$ cat src/rtl/latch_load_arbiter.sv
// latch_load_arbiter: round-robin arbiter sharing one level-sensitive latch among NREQ requesters.
// Each transfer runs IDLE -> GRANT -> LOAD; every output comes straight from a register.
module latch_load_arbiter #(
    parameter int WIDTH = 8,
    parameter int NREQ  = 4
) (
    input  logic                  clk,
    input  logic                  reset,
    input  logic                  rdy,
    input  logic [NREQ-1:0]       req,
    input  logic [NREQ*WIDTH-1:0] data_in,
    output logic [NREQ-1:0]       grant,
    output logic                  load,
    output logic [WIDTH-1:0]      latch_in,
    output logic [NREQ-1:0]       ack,
    output logic                  busy
);
    localparam int PW = NREQ > 1 ? $clog2(NREQ) : 1;

    typedef enum logic [1:0] {
        IDLE  = 2'd0,
        GRANT = 2'd1,
        LOAD  = 2'd2
    } state_t;

    state_t            state_q;
    logic [PW-1:0]     ptr_q;
    logic [PW-1:0]     ptr_d;
    logic [PW-1:0]     owner_q;
    logic [NREQ-1:0]   grant_q;
    logic              load_q;
    logic [WIDTH-1:0]  latch_in_q;
    logic [NREQ-1:0]   ack_q;
    logic              busy_q;
    logic              win_found;
    logic [PW-1:0]     win_idx;

    // Scan from ptr upwards with wrap; descending loop so the closest requester wins.
    always_comb begin : pick
        int j;
        j         = 0;
        win_found = 1'b0;
        win_idx   = '0;
        for (int k = NREQ - 1; k >= 0; k--) begin
            j = int'(ptr_q) + k;
            j = (j >= NREQ) ? j - NREQ : j;
            if (req[PW'(j)]) begin
                win_found = 1'b1;
                win_idx   = PW'(j);
            end
        end
    end

    assign ptr_d = (owner_q == PW'(NREQ - 1)) ? '0 : owner_q + 1'b1;

    always_ff @(posedge clk) begin
        if (reset) begin
            state_q    <= IDLE;
            ptr_q      <= '0;
            owner_q    <= '0;
            grant_q    <= '0;
            load_q     <= 1'b0;
            latch_in_q <= '0;
            ack_q      <= '0;
            busy_q     <= 1'b0;
        end else begin
            case (state_q)
                IDLE: begin
                    if (rdy && win_found) begin
                        grant_q <= NREQ'(1) << win_idx;
                        owner_q <= win_idx;
                        busy_q  <= 1'b1;
                        state_q <= GRANT;
                    end
                end
                GRANT: begin
                    if (!req[owner_q]) begin
                        grant_q <= '0;
                        busy_q  <= 1'b0;
                        state_q <= IDLE;
                    end else if (rdy) begin
                        latch_in_q <= data_in[int'(owner_q)*WIDTH +: WIDTH];
                        load_q     <= 1'b1;
                        ack_q      <= grant_q;
                        state_q    <= LOAD;
                    end
                end
                LOAD: begin
                    load_q  <= 1'b0;
                    ack_q   <= '0;
                    grant_q <= '0;
                    busy_q  <= 1'b0;
                    ptr_q   <= ptr_d;
                    state_q <= IDLE;
                end
                default: begin
                    load_q  <= 1'b0;
                    ack_q   <= '0;
                    grant_q <= '0;
                    busy_q  <= 1'b0;
                    state_q <= IDLE;
                end
            endcase
        end
    end

    assign grant    = grant_q;
    assign load     = load_q;
    assign latch_in = latch_in_q;
    assign ack      = ack_q;
    assign busy     = busy_q;
endmodule

$ cat config.mk
export PLATFORM = sky130hd
export DESIGN_NAME = latch_load_arbiter
export DESIGN_NICKNAME = d
export VERILOG_FILES = /design/src/rtl/latch_load_arbiter.sv
export SDC_FILE = /design/constraint.sdc
export NUM_CORES = 1
export LEC_CHECK = 0
export CORE_MARGIN = 2
export CORE_UTILIZATION = 44
export DETAILED_ROUTE_END_ITERATION = 8
export PLACE_DENSITY = 0.85
export REMOVE_ABC_BUFFERS = 1
export SLEW_MARGIN = 40
export SYNTH_ARGS = -nofsm -noshare
export SYNTH_HDL_FRONTEND = slang
export SYNTH_SLANG_ARGS = --single-unit
$ cat constraint.sdc
create_clock -name clk -period 2.7 [get_ports clk]
set_input_delay 0.27 -clock clk [delete_from_list [all_inputs] [get_ports clk]]
set_output_delay 0.27 -clock clk [all_outputs]
set_load 0.02 [all_outputs]
==> run summary <==
The flop and latch count out of synthesis is 24. The first-pass GRT wire length is between 4 and 5 mm. The via count of the first global-routing pass was about 1100. Synthesis handed over a netlist of roughly 100 instances. The clock passes through at most 2 buffers. The critical path data required time came out at just under 3000 ps. At the end of routability-driven placement, the weighted congestion stood at 0.8002.

From synthesis to final layout, the design area changed by 50.36%. After global routing the overflow that remains totals 0. The initial core utilization came out at a little under half. The path class of the tightest hold or removal check is flop to flop.

Counting flops with an async set or reset pin after synthesis yields a share of 0%. The number of antenna diodes came out at 0. The chip height came out at around 57 microns. The average size of a mapped cell came out at 11.80 sq um. The endpoint type of the worst setup path is a flop.

The tree built by TritonCTS fans out to 24 sinks. The routed layout has 1083 vias. The clock period minus worst slack is roughly 2000 ps. The library cell with the highest instance count after synthesis is sky130_fd_sc_hd__dfxtp_1. The flow ran to the end, and the final reports show no timing, DRC or antenna violations.

The detail-routed net length per standard cell is roughly 15 microns. Power spread over the standard cell area amounts to roughly 430 nW/um^2. In this run the count of I/O pins placed on the die edge is 57.

The start-to-end type of the worst setup path is flop to flop. The tool flagged a number of max-cap violations equal to 0. The detailed router finished its first iteration with 17 violations. The TritonCTS clock tree is done.

Setup repair after global routing left no endpoint under its margin. The CTS clock-pin slew for the worst setup and hold paths is approximately 130 ps. The count of final hold-check violations is 0. The latest clock arrival within the worst-skew pair came out at between 300 and 400 ps. The count of buffers added on input and output ports is 56. Among all flip-flop cells after synthesis, the most frequent one is sky130_fd_sc_hd__dfxtp_1. The critical-path maximum fanout is 11. The count of pins over their slew limit is 0. The share of the Yosys chip area taken by registers is around two fifths. The number of warnings issued by yosys came out at 0. The CTS buffer count is 3. The post-route total power came out at 0.7994 mW. In the synthesized netlist, the cells that appear most often are sky130_fd_sc_hd__dfxtp_1, sky130_fd_sc_hd__nor2_1, sky130_fd_sc_hd__mux2i_1. The layout cell share with drive strength beyond 1 is just over 5%. The maximum resistive drop on vdd is between 0.0004 and 0.0005 V. The die covers ~3200 sq um. The cell sitting at the root of the clock tree is a sky130_fd_sc_hd__clkbuf_4. Detailed placement finished with a half-perimeter wire length of between 2 and 2.5 mm.

The largest net degree at the start of global routing came out at 17. The number of placed instances with taps included is 186. The fill cell instance count of the final layout is around 200. The leakage dissipation came out at 0.7384 nW. The wire length reported by the detailed router came out at about 2.8 mm. The remaining routing DRC violations came out at 0.

After clock tree synthesis, the setup repair step added 0 buffers. The number of antenna violations at the first check in global routing is 0. The summed negative setup slack over all endpoints is 0 ps.

The first detailed-routing pass took 4 iterations. The die is approximately 57 microns wide. The region available for standard cell placement spans 2710 sq um. The count of cells in the finished layout, fillers not included, comes to 190. The total global routing track utilization is a little under a fifth. The synthesized design devotes to its leading area cell type about two fifths of total area.

The relative slew slack is a little under three fifths. The slew at the pin closest to its max-slew limit is approximately 670 ps. sky130_fd_sc_hd__dfxtp_1 takes more of the synthesized area than any other cell. The upper clock frequency limit came out at between 500 and 600 MHz.

The per-cell via count in the routed design is 5.700. Buffers inserted to repair hold after CTS numbered 0. The remaining antenna violation count after routing is 0. Once the clock tree was built, the resizer swapped 0 gates to a different size. The arrival time of the worst setup path is between 2000 and 2500 ps. Setup violations remaining at the end of the flow were counted as 0.

The number of nets in the finished design is 200. The largest clock skew in the final design is 4.716 ps. Synthesis instantiated 30 different standard cells from the library. The cell area that synthesis handed to floorplanning was 1227 sq um. The CTS H-tree depth is 1.

The count of flip-flops with a built-in enable after synthesis came out at 0. By area the synthesized netlist is led by sky130_fd_sc_hd__dfxtp_1, sky130_fd_sc_hd__mux4_1, sky130_fd_sc_hd__mux2i_1. The number of core rows came out at 19. The element type at the critical path start is a flop. The worst path uses 73.14% of the clock period.
## cell type report
cell class / instances / area [sq um] / share of cell area (%)
inverter: 4 / 15.01 / 0.8136
multi-input combinational: 71 / 698.2 / 37.83
clock buffer: 3 / 22.52 / 1.220
sequential: 24 / 480.5 / 26.03
clock inverter: 1 / 30.03 / 1.627
timing repair buffer: 56 / 560.5 / 30.37
tap: 31 / 38.79 / 2.102
## cell families (layout without fill, tap and decap cells)
group                      count (synthesis)  in the layout  synth area share, %
adders and majority gates                  1              1                1.019
buffers and inverters                      9             64                3.975
and+or+nand+nor                           29             29                12.95
DFF                                       24             24                39.14
AOI/OAI and AO/OA                         22             22                15.80
muxes                                     19             19                27.12
## worst max-delay path, stage by stage (launching register included)
cell and delay [ps]:
sky130_fd_sc_hd__dfxtp_1 600, sky130_fd_sc_hd__mux4_2 620, sky130_fd_sc_hd__nand4b_2 340, sky130_fd_sc_hd__mux2i_1 250, sky130_fd_sc_hd__nor2_1 50
## cells in the final DEF, fill, tap and decap left out, types with 2 or more instances in the layout
cell	instances
sky130_fd_sc_hd__mux4_1	8
sky130_fd_sc_hd__nand2_1	2
sky130_fd_sc_hd__o21a_1	2
sky130_fd_sc_hd__inv_1	4
sky130_fd_sc_hd__clkdlybuf4s50_1	56
sky130_fd_sc_hd__clkbuf_4	3
sky130_fd_sc_hd__nand2b_1	2
sky130_fd_sc_hd__or3_1	2
sky130_fd_sc_hd__a32o_1	8
sky130_fd_sc_hd__nor2_1	12
sky130_fd_sc_hd__nor3_1	2
sky130_fd_sc_hd__dfxtp_1	24
sky130_fd_sc_hd__nor4_1	2
sky130_fd_sc_hd__a21oi_1	5
sky130_fd_sc_hd__a21o_1	2
sky130_fd_sc_hd__mux2i_1	10
## worst paths after layout
path | slack (ps) | start | depth (start not counted) | endpoint
worst max-delay path | 730 | owner_q[1] | 4 | latch_in[3]
worst min-delay path | 470 | load | 2 | load
worst max register to register | 730 | owner_q[1] | 4 | latch_in[3]
worst min register to register | 470 | load | 2 | load
## power by group
part | leakage, nW | total, mW | internal [mW] | switching (mW)
logic | 0.516 | 0.157 | 0.0996 | 0.0574
clock network | 0.0279 | 0.262 | 0.150 | 0.112
registers | 0.195 | 0.380 | 0.366 | 0.0145
## sequential cells by signal, indices dropped and copies added (netlist names)
name and cells:
latch_in 8, ack 4, grant 4, owner_q 2, ptr_q 2, state_q 2
busy 1, load 1
## through the flow
step                worst slack, ps  area [sq um]  hold WS (ps)  util, %
floorplan                     982.4          1194         339.1        -
global placement              630.7          1793         442.5    66.16
detailed placement            534.6          1793         446.7    66.16
CTS                           692.4          1846         471.0    68.10
global route                  564.5          1846         500.6    68.10
finish                        725.2          1846         465.1    68.10
## layer usage
layer	part of all wire (%)	vias to the layer above	track usage (%)	wire length (microns)
li1	-	517	-	-
met1	38	490	19.97	1065
met2	48	67	34.22	1352
met3	10	9	5.530	281
met4	3.4	0	9.967	96
met5	0	-	0	0
Power figures use the tool's default switching activity.
